<file path="config.mk">
export PLATFORM = sky130hd
export DESIGN_NAME = status_sequencer
export DESIGN_NICKNAME = d
export VERILOG_FILES = /design/src/rtl/status_sequencer.sv
export SDC_FILE = /design/constraint.sdc
export NUM_CORES = 1
export LEC_CHECK = 0
export BUFFER_PORTS_ARGS = -buffer_cell sky130_fd_sc_hd__buf_2
export CAP_MARGIN = 20
export CORE_UTILIZATION = 25
export CTS_CLUSTER_DIAMETER = 200
export DETAILED_ROUTE_END_ITERATION = 6
export GPL_TIMING_DRIVEN = 0
export HOLD_SLACK_MARGIN = 0.15
export PLACE_DENSITY = 0.52
export SYNTH_ARGS = -nofsm -noshare
export SYNTH_HDL_FRONTEND = slang
export SYNTH_SLANG_ARGS = --single-unit
</file>
<file path="constraint.sdc">
create_clock -name clk -period 6.64 [get_ports clk]
set_clock_uncertainty 0.1 [all_clocks]
set_input_delay 0.996 -clock clk [delete_from_list [all_inputs] [get_ports clk]]
set_output_delay 0.996 -clock clk [all_outputs]
set_load 0.01 [all_outputs]
</file>
<file path="src/rtl/status_sequencer.sv">
// Save/restore sequencer for a 16x1 status memory: walks addresses 0..15 to
// snapshot the status bits into snap_word, or to write a held word back.
module status_sequencer (
    input  logic        clk,
    input  logic        rst_n,
    input  logic        save_req,
    input  logic        restore_req,
    input  logic [15:0] restore_word,
    input  logic        st_din,
    output logic [3:0]  st_addr,
    output logic        st_we,
    output logic        st_dout,
    output logic [15:0] snap_word,
    output logic        busy,
    output logic        done
);

    localparam int unsigned W  = 16;
    localparam int unsigned AW = 4;
    localparam logic [AW-1:0] LAST = AW'(W - 1);

    typedef enum logic [1:0] {IDLE, SAVE, RESTORE, DONE} state_t;

    state_t        state, state_nx;
    logic [AW-1:0] cnt, cnt_nx;
    logic [W-1:0]  hold, hold_nx;
    logic [W-1:0]  shadow, shadow_nx;
    logic [W-1:0]  snap_nx;
    logic [AW-1:0] addr_nx;
    logic          we_nx, dout_nx, busy_nx, done_nx;

    // State, datapath and registered outputs; outputs follow the next state so
    // they line up with the cycle the FSM is in and never see the request pins.
    always_ff @(posedge clk or negedge rst_n) begin
        if (!rst_n) begin
            state     <= IDLE;
            cnt       <= '0;
            hold      <= '0;
            shadow    <= '0;
            snap_word <= '0;
            st_addr   <= '0;
            st_we     <= 1'b0;
            st_dout   <= 1'b0;
            busy      <= 1'b0;
            done      <= 1'b0;
        end else begin
            state     <= state_nx;
            cnt       <= cnt_nx;
            hold      <= hold_nx;
            shadow    <= shadow_nx;
            snap_word <= snap_nx;
            st_addr   <= addr_nx;
            st_we     <= we_nx;
            st_dout   <= dout_nx;
            busy      <= busy_nx;
            done      <= done_nx;
        end
    end

    // Next-state, datapath and next-output logic.
    always_comb begin
        state_nx  = state;
        cnt_nx    = cnt;
        hold_nx   = hold;
        shadow_nx = shadow;
        snap_nx   = snap_word;

        case (state)
            IDLE: begin
                if (save_req) begin
                    state_nx = SAVE;
                    cnt_nx   = '0;
                end else if (restore_req) begin
                    state_nx = RESTORE;
                    cnt_nx   = '0;
                    hold_nx  = restore_word;
                end
            end
            SAVE: begin
                shadow_nx[cnt] = st_din;
                cnt_nx         = cnt + AW'(1);
                if (cnt == LAST) begin
                    state_nx = DONE;
                    snap_nx  = shadow_nx;
                end
            end
            RESTORE: begin
                cnt_nx = cnt + AW'(1);
                if (cnt == LAST) begin
                    state_nx = DONE;
                end
            end
            DONE: begin
                state_nx = IDLE;
            end
            default: begin
                state_nx = IDLE;
            end
        endcase

        busy_nx = (state_nx != IDLE);
        done_nx = (state_nx == DONE);
        we_nx   = (state_nx == RESTORE);
        addr_nx = (state_nx == SAVE || state_nx == RESTORE) ? cnt_nx : '0;
        dout_nx = we_nx & hold_nx[cnt_nx];
    end

endmodule

</file>
==> out/results.ini, run 1 <==
[logic_synthesis]
synth_mux_area_frac = 0.133
syn_inst = 350
synth_common_cells = nand2_1 (75), dfrtp_1 (61), mux2_2 (24), nand3_1 (21), o21ai_0 (19)
yosysWarnings = 0
ys_seq_area_frac = 0.450
synthAdderAreaFrac = 0.0369
ys_seq_elements = 61
synth.most_common_cell = nand2_1
synth_async_sr_flop_share = 1.00
yosys.cell_types.count = 51
synth_top_family_by_area = simple AND/OR/NAND/NOR gates
synth_top_area_frac = 0.450
synth-simple-area-share = 0.189
syn-num-nets = 381
synth_edf_count = 0
synth_compound_area_frac = 0.138
synth_flop_cell = dfrtp_1
avgSynthCellArea_um2 = 9.69
synth_area_leaders = dfrtp_1 (45%), nand2_1 (8.3%), mux2_2 (8.0%), mux2i_1 (5.0%), ha_1 (3.7%)
synth_xor_area_frac = 0
syn_area_um2 = 3390
synth_top_cell_by_area = dfrtp_1

[floorplanning]
boundaryPins = 45
die_h_um = 118
core-area_um2 = 13200
dieArea_um2 = 14000
start_util = 0.256
num_rows = 42
die_w_um = 118

[worst_setup_path]
crit_path_cell_trace = inv_1, ha_1, nor2b_2, o22ai_2, mux2i_1, nand2_1, a311oi_1, o211ai_2
critPathBufInv = 1
r2r-start = state[0]
critPathKind = reg2reg
critPathSlowestCell = a311oi_1
cp.required_ns = 6.73
ff2ff_setup_slack_ns = 4.07
critPathMaxFanout = 8
cp.arrival_ns = 2.66
critPathCaptureType = flip-flop
path_delay_family = compound AO/OA/AOI/OAI gates
cp-startpoint = state[0]
cp-start-kind = flip-flop
max_stage_delay_ns = 0.44

[run_status]
outcome = finished, final reports clean

[final_layout]
diodes = 0
nFillCells = 1412
final-seq-area_um2 = 1530
drive_gt1_frac = 0.254
nNetsFinal = 436
multiInputGateArea_um2 = 1680
area_delta_synth_final_pct = 22.4
fin_cells = 586
final_util = 0.313

[timing]
tightestPinTransition_ns = 0.603
finalHoldViolCount = 0
fin_crit_sh = 0.387
rsz0062_at_grt = no
max_slew_margin = 0.598
period_needed_ns = 2.57
max_freq_mhz = 389
tns_ns = 0
drv_slew = 0
setup_violations = 0

[route]
ant_nets = 0
via_count = 2750
drc_errors = 0
first_iter_violations = 126
drt_pass1_iterations = 4
wl_mm = 8.50
wl_per_cell_um = 14.5
vias_per_cell = 4.69

[global_route]
grt_usage = 0.129
antenna_found_initial = 0
grt_max_degree = 37
grt_pass1_wl_mm = 14.3
overflow = 0
grt_pass1_vias = 2796

[clock_tree]
clkTransAtPathRegs_ns = 0.05
clk_latency_ns = 0.33
numCtsBuffers = 9
cts_resized = 0
cts_tree = yes
cts.sinks = 61
root_buffer = clkbuf_16
postCtsHoldBufs = 0
post_cts_buffers = 0
clk_path_buf_depth = 2
cts_max_level = 3

[min_path]
worstHoldPathType = reg2reg
min_from = snap_word[6]

[power]
max-vdd-ir-drop_mv = 0.205
leakage_nw = 1.95
powerDensity_nw_per_um2 = 448

[place]
hpwlAfterDp_mm = 6.23
gp_congestion = 0.809
io_buffers = 43
dp_cells = 570

[flow_run]
max-cap-violations = 0

## cell type report
type,instances,share of cell area
multi-input cells,248,0.406
flip-flops and latches,61,0.368
clock buffers,13,0.0627
repair buffers,44,0.0567
well taps,176,0.0531
plain buffers,26,0.0298
inverters,15,0.0136
clock inverters,3,0.0106
## tightest hold or removal path, cell delays in order, from the launching register on
cell and delay (ns):
dfrtp_1 0.33, nand2_1 0.04, o21ai_0 0.06
## layer usage
layer / vias up / part of all wire / routed length [µm] / GRT usage
li1: 1334 / - / - / -
met1: 1341 / 0.48 / 4040 / 0.172
met2: 67 / 0.47 / 3970 / 0.208
met3: 8 / 0.049 / 414 / 0.0319
met4: 0 / 0.0082 / 70 / 0.0348
met5: - / 0 / 0 / 0
## state kept, by name, indices dropped and copies added (netlist names)
| name | cells |
|---|---|
| busy | 1 |
| st_addr | 4 |
| cnt | 4 |
| shadow | 15 |
| snap_word | 16 |
| hold | 16 |
| done | 1 |
| st_we | 1 |
| st_dout | 1 |
| state | 2 |
## power breakdown
group          leakage (nW)  switching [mW]  internal, mW
registers             0.746          0.0787         0.486
clock network         0.150           0.161         0.311
logic                  1.06           0.486         0.338
## kinds of logic (layout without fill, tap and decap cells)
logic type / after synthesis / after routing
simple gates: 137 / 137
flops: 61 / 61
mux: 42 / 42
buf+inv: 41 / 101
fa+ha+maj: 10 / 10
compound gates: 59 / 59
## cells in the final DEF, fill, tap and decap left out, types with 3 or more instances in the layout
| cell | netlist | routed |
|---|---|---|
| a211oi_1 | 4 | 4 |
| buf_2 | 6 | 49 |
| clkbuf_1 | 17 | 19 |
| clkbuf_16 | 0 | 9 |
| dfrtp_1 | 61 | 61 |
| ha_1 | 10 | 10 |
| inv_1 | 14 | 14 |
| mux2_2 | 24 | 24 |
| mux2i_1 | 17 | 17 |
| nand2_1 | 75 | 75 |
| nand3_1 | 21 | 21 |
| nor2_1 | 13 | 13 |
| nor2b_1 | 8 | 8 |
| nor3b_1 | 3 | 3 |
| o21ai_0 | 19 | 19 |
| o221ai_1 | 13 | 13 |
| o32a_1 | 4 | 4 |
## through the flow
step | hold slack, ns | setup WS (ns) | power [mW] | instance area, µm²
after floorplan | 0.345 | 4.33 | 1.16 | 3390
after global placement | 0.359 | 3.80 | 1.37 | 3830
after detailed placement | 0.362 | 3.78 | 1.39 | 3850
after CTS | 0.375 | 4.08 | 1.87 | 4150
after global routing | 0.391 | 3.87 | 2.00 | 4150
final | 0.371 | 4.07 | 1.86 | 4150
## path summary, 6_finish.rpt
kind,end,cells past startpoint
max,st_dout,8
min,snap_word[6],2
max reg2reg,st_dout,8
min reg2reg,snap_word[6],2
max in group asynchronous,hold[9],2
min in group asynchronous,snap_word[1],1
No activity file was read; power rests on OpenSTA's default activity.
==> inputs of run 2 (changes only) <==
Settings changed: PLACE_DENSITY 0.52 to 0.53.
Clock period 6.64 ns to 2.2 ns, I/O delays scaled along.
==> run 2 against run 1 <==
The run now ends with setup timing left. Sequential share of layout area down 3.0 points. Critical path type unchanged. Clock power increased to 3.1 times the previous value. Worst hold slack worse by 0.064 ns. Utilization up 2.9 points. Combinational power rose to 3.6 times the previous value. Critical path depth rose by 3. Largest power group unchanged. Count of clock-buffer cells in the layout down 3.
==> out/results.ini, run 2 (synthesized netlist as in run 1, its figures left out) <==
[final_layout]
final_cell_mix = nand2_1 (75), dfrtp_1 (59), buf_2 (49), mux2_2 (24), nand3_1 (21)
area_delta_synth_final_pct = 33.6
fin_cells = 618  ; +5.5%
reg.largest.list = hold (16), snap_word (16), shadow (15)
final_common_cell = nand2_1
drive_gt1_frac = 0.310  ; +0.0563
nNetsFinal = 468  ; +7.3%
diodes = 0  ; unchanged
final_util = 0.342  ; +0.0286

[worst_setup_path]
worst_r2r_path_depth = 11  ; +3
critPathCaptureType = flip-flop
r2r_end = st_dout
cp-start-kind = flip-flop
cp.required_ns = 2.35  ; -4.38 ns
cp-startpoint = state[0]
cp-endpoint = st_dout
r2r-start = state[0]
cp.arrival_ns = 2.38  ; -0.28 ns
critPathKind = reg2reg
ff2ff_setup_slack_ns = -0.03  ; -4.10 ns
critPathMaxFanout = 6  ; -2

[place]
io_buffers = 43  ; unchanged
hpwlAfterDp_mm = 6.14  ; -1.4%
dp_cells = 570  ; unchanged
gp_congestion = 0.800  ; -1.1%
place_ws_ns = -0.297  ; -4.08 ns

[flow_run]
max-cap-violations = 0  ; unchanged

[route]
via_count = 2881  ; +4.8%
wl_per_cell_um = 14.0  ; -3.8%
wl_mm = 8.63  ; +1.5%
vias_per_cell = 4.66  ; -0.66%
first_iter_violations = 83  ; -34%
drc_errors = 0  ; unchanged
drt_pass1_iterations = 4  ; unchanged
ant_nets = 0  ; unchanged

[global_route]
grt_use_met1 = 0.171  ; -0.00167
grt_max_degree = 40  ; +8.1%
grt_usage = 0.133  ; +0.00410
use_met2 = 0.215  ; +0.00735
grt_pass1_vias = 2954  ; +5.7%
busiest_layer = met2
antenna_found_initial = 0  ; unchanged
overflow = 0  ; unchanged
grtUsageMet3 = 0.0439  ; +0.0121
grt_pass1_wl_mm = 14.7  ; +3.0%

[timing]
drv_slew = 0  ; unchanged
fin_crit_sh = 1.01  ; +0.627
tns_ns = -0.0310  ; -0.0310 ns
max_freq_mhz = 448  ; +15%
period_needed_ns = 2.23  ; -0.337 ns
max_slew_margin = 0.621  ; +0.0232
tightestPinTransition_ns = 0.566  ; -0.0369 ns
setup_ws_ns = -0.0310  ; -4.10 ns
setup_violations = 1  ; +1
rsz0062_at_grt = yes
finalHoldViolCount = 0  ; unchanged

[clock_tree]
cts_max_level = 3  ; unchanged
numCtsBuffers = 9  ; unchanged
cts_tree = yes
clkTransAtPathRegs_ns = 0.05  ; about the same
clk_latency_ns = 0.33  ; about the same
clk_path_buf_depth = 2  ; unchanged
cts.sinks = 61  ; unchanged
root_buffer = clkbuf_16

[floorplanning]
die_h_um = 118  ; unchanged
die_w_um = 118  ; unchanged
boundaryPins = 45  ; unchanged
num_rows = 42  ; unchanged
dieArea_um2 = 14000  ; unchanged
core-area_um2 = 13200  ; unchanged
start_util = 0.256  ; unchanged

[min_path]
worstHoldPathType = in2reg

[run_status]
failed_checks = setup timing
outcome = finished with violations

[power]
leakage_nw = 2.10  ; +7.6%
switching_share = 0.379  ; -0.0114
max-vdd-ir-drop_mv = 0.570  ; +180%
p_seq_frac = 0.278  ; -0.025
power_mw = 6.11  ; +230%
clkPwrFrac = 0.243  ; -0.011
p_int_mw = 3.79  ; +230%
powerDensity_nw_per_um2 = 1350  ; +200%
switching_power_mw = 2.32  ; +220%
combinationalPowerShare = 0.479  ; +0.036

run 2: changes by cell type in the layout (fill, tap and decap cells not counted), moves of 2 or more:
cell           delta
ha_1              -4
clkbuf_1          -4
clkinvlp_4        +3
clkbuf_2          +3
inv_1             -3
ha_2              +2
buf_4            +14
inv_2             +3
clkbuf_8          -2
ha_4              +2
dlygate4sd3_1    +17
dfrtp_2           +2
dfrtp_1           -2
run 2: layout make-up:
class,instances,area (µm²)
tap,176,220
clock inverter,6,87.6
timing repair buffer,76,531
sequential,61,1530
multi-input combinational,248,1750
buffer,26,128
inverter,15,56.3
fill,1390,8710
clock buffer,10,229
run 2: layer usage:
layer | vias up | wire length, µm
met1 | 1398 | 4010
li1 | 1404 | -
met4 | 0 | 87
met5 | - | 0
met2 | 68 | 4110
met3 | 11 | 415
run 2: timing repair:
item,4_1_cts,5_1_grt
pin swaps,7,4
endpoints found under the setup margin,24,24
gates resized for setup,19,6
hold buffers,17,0
hold endpoints to repair,38,0
setup buffers,13,2
run 2: critical path, cell delays in order (launching register included):
cell      delay (ns)
dfrtp_1         0.42
inv_2           0.08
ha_4            0.17
nor3b_4         0.15
buf_12          0.13
or2_4           0.23
a22oi_2         0.24
inv_2           0.12
buf_4           0.16
o221ai_1        0.09
nand4b_1        0.15
o211ai_2        0.10
run 2: how the worst min path moves through the flow:
stage / startpoint / depth (start not counted) / slack (ns) / end
floorplan: rst_n / 0 / -0.07 / busy
global placement: snap_word[15] / 2 / 0.36 / snap_word[15]
detailed placement: rst_n / 1 / 0.24 / snap_word[5]
CTS: save_req / 3 / 0.29 / state[0]
global route: save_req / 3 / 0.36 / state[0]
finish: save_req / 3 / 0.31 / state[0]
run 2: power groups by stage:
| stage | combinational [mW] | sequential, mW | clock, mW |
|---|---|---|---|
| 6_report | 2.93 | 1.70 | 1.48 |
| 5_1_grt | 3.23 | 1.75 | 1.58 |
| 4_1_cts | 2.87 | 1.70 | 1.53 |
| 3_5_place_dp | 2.46 | 1.71 | 0 |
| 3_3_place_gp | 2.43 | 1.70 | 0 |
| 2_1_floorplan | 1.84 | 1.68 | 0 |
run 2: stage by stage:
step / instance area (µm²) / hold WS, ns
detailed placement: 3850 / 0.243
finish: 4530 / 0.307
CTS: 4510 / 0.294
floorplan: 3390 / -0.0656
global route: 4530 / 0.363
global placement: 3830 / 0.357
==> inputs of run 3 (changes only) <==
Settings changed: PLACE_DENSITY 0.53 to not set, PLACE_DENSITY_LB_ADDON set to 0.3.
==> run 3 against run 2 <==
Critical path depth fell by 2. Register-to-register slack improved by 0.04 ns. Largest power group unchanged. Via count down 0.59%. Combinational power increased by 4%. Worst hold slack better by 0.029 ns. Total power up 3.8%. Final cell count is 0.65% lower. Highest routed layer unchanged. Sequential power barely moved. Utilization increased by 0.42 points. Count of clock-buffer cells in the layout unchanged. Critical path type unchanged. Maximum frequency rose by 1.7%. The run now ends clean.
==> out/results.ini, run 3 (synthesized netlist as in run 1, its figures left out) <==
[route]
via_count = 2864  ; -0.59%
ant_nets = 0  ; unchanged
wl_mm = 8.93  ; +3.5%
drc_errors = 0  ; unchanged
first_iter_violations = 135  ; +63%
wl_per_cell_um = 14.5  ; +4.2%
vias_per_cell = 4.66  ; about the same
drt_pass1_iterations = 4  ; unchanged

[worst_setup_path]
cp-start-kind = flip-flop
worst_r2r_path_depth = 9  ; -2
critPathMaxFanout = 6  ; unchanged
cp.required_ns = 2.30  ; -0.05 ns
crit_path_cell_trace = ha_4, and3_4, mux2_2, o22ai_2, inv_1, ha_4, o221ai_1, nand4b_1, o211ai_2
critPathKind = reg2reg
cp-startpoint = cnt[0]
max_stage_delay_ns = 0.44  ; +0.02 ns
critPathCaptureType = flip-flop
path_depth = 9  ; -2
r2r-start = cnt[0]
crit_top_cell = ha_4
critPathSlowestCell = dfrtp_2
path_delay_family = flip-flops
ff2ff_setup_slack_ns = 0.007  ; +0.04 ns
cp.arrival_ns = 2.29  ; -0.09 ns
critPathBufInv = 1  ; -3

[final_layout]
reg.largest.list = hold (16), snap_word (16), shadow (15)
final_cell_mix = nand2_1 (75), dfrtp_1 (59), buf_2 (47), mux2_2 (24), nand3_1 (21)
final_util = 0.346  ; +0.00416
drive_gt1_frac = 0.317  ; +0.00740
nFillCells = 1381  ; -0.65%
fin_cells = 614  ; -0.65%
diodes = 0  ; unchanged
nNetsFinal = 465  ; -0.64%
area_delta_synth_final_pct = 35.2
fin_area_um2 = 4580  ; +1.2%
final_common_cell = nand2_1

[place]
io_buffers = 43  ; unchanged
place_ws_ns = -0.306  ; -0.00830 ns
dpl_cell_area_um2 = 3850  ; unchanged
dp_cells = 570  ; unchanged
hpwlAfterDp_mm = 6.18  ; +0.65%
gp_congestion = 0.811  ; +1.4%

[timing]
finalHoldViolCount = 0  ; unchanged
setup_ws_ns = 0.00727  ; +0.0383 ns
period_needed_ns = 2.19  ; -0.0383 ns
setup_violations = 0  ; -1
fin_crit_sh = 0.997  ; -0.0174
max_freq_mhz = 456  ; +1.7%
rsz0062_at_grt = yes
fin_hold_ws_ns = 0.336  ; +0.0286 ns
drv_slew = 0  ; unchanged
tightestPinTransition_ns = 0.582  ; +0.0163 ns
max_slew_margin = 0.612  ; -0.00946

[floorplanning]
boundaryPins = 45  ; unchanged
die_h_um = 118  ; unchanged
num_rows = 42  ; unchanged
dieArea_um2 = 14000  ; unchanged
core-area_um2 = 13200  ; unchanged
die_w_um = 118  ; unchanged
start_util = 0.256  ; unchanged

[global_route]
grt_pass1_vias = 2921  ; -1.1%
grt_usage = 0.136  ; +0.00300
antenna_found_initial = 0  ; unchanged
grt_pass1_wl_mm = 15.0  ; +2.3%
overflow = 0  ; unchanged
grt_max_degree = 39  ; -2.5%

[clock_tree]
cts.sinks = 61  ; unchanged
clk_latency_ns = 0.33  ; about the same
clkTransAtPathRegs_ns = 0.05  ; about the same
numCtsBuffers = 9  ; unchanged
root_buffer = clkbuf_16
cts_max_level = 3  ; unchanged
clk_path_buf_depth = 2  ; unchanged
cts_tree = yes

[power]
max-vdd-ir-drop_mv = 0.816  ; +43%
leakage_nw = 2.12  ; +0.83%
powerDensity_nw_per_um2 = 1380  ; +2.5%

[min_path]
holdPathStages = 3  ; unchanged
min_from = save_req
worstHoldPathType = in2reg

[flow_run]
max-cap-violations = 0  ; unchanged

[run_status]
outcome = finished, final reports clean

[run 3: cell count changes in the layout (fill, tap and decap cells not counted), moves of 3 or more]
cell / previous run / this run
a211oi_1: 4 / 1
a211oi_2: 0 / 3
buf_4: 15 / 12
clkinvlp_4: 3 / 0
[run 3: worst reg2reg max path: cells and delay by family, from the launching register on]
family | cells | cell delay (ns)
adder cells (fa/ha/maj) | 2 | 0.40
buffers and inverters | 1 | 0.12
AND/OR/NAND/NOR | 2 | 0.37
multiplexers | 1 | 0.27
AO/OA/AOI/OAI | 3 | 0.37
flip-flops | 1 | 0.44
[run 3: layout make-up]
class / count / area (µm²) / share of cell area
inverters: 15 / 56.3 / 0.0123
clock inverters: 5 / 100 / 0.0218
repair buffers: 73 / 503 / 0.110
flip-flops and latches: 61 / 1530 / 0.334
multi-input cells: 248 / 1810 / 0.394
clock buffers: 10 / 229 / 0.0499
well taps: 176 / 220 / 0.0480
plain buffers: 26 / 141 / 0.0308
[run 3: worst paths after layout]
check / to
max: st_dout
min: state[0]
max reg2reg: st_dout
min reg2reg: snap_word[6]
max in group asynchronous: cnt[1]
min in group asynchronous: snap_word[1]
[run 3: repair_timing]
action,in CTS,in global routing
pin swaps,3,8
setup buffers,10,2
hold buffers,17,0
resized for setup,21,20
endpoints found under the hold margin,39,0
endpoints found under the setup margin,24,12
[run 3: power breakdown]
part	switching (mW)	leakage, nW	internal (mW)
combinational	1.67	1.21	1.38
sequential	0.239	0.744	1.47
clock	0.492	0.162	1.09
total	2.40	2.12	3.94
[run 3: per-stage QoR]
stage,total power [mW],setup TNS (ns)
5_1_grt,6.77,-0.0876
6_report,6.34,0
3_3_place_gp,4.13,-1.30
4_1_cts,6.15,0
2_1_floorplan,3.51,0
3_5_place_dp,4.18,-1.55
[run 3: layer usage]
| metal | track usage | up-vias | share of wire |
|---|---|---|---|
| met5 | 0 | - | 0 |
| met4 | 0.0324 | 0 | 0.015 |
| met3 | 0.0444 | 9 | 0.041 |
| met2 | 0.221 | 68 | 0.47 |
| met1 | 0.176 | 1393 | 0.47 |
| li1 | - | 1394 | - |
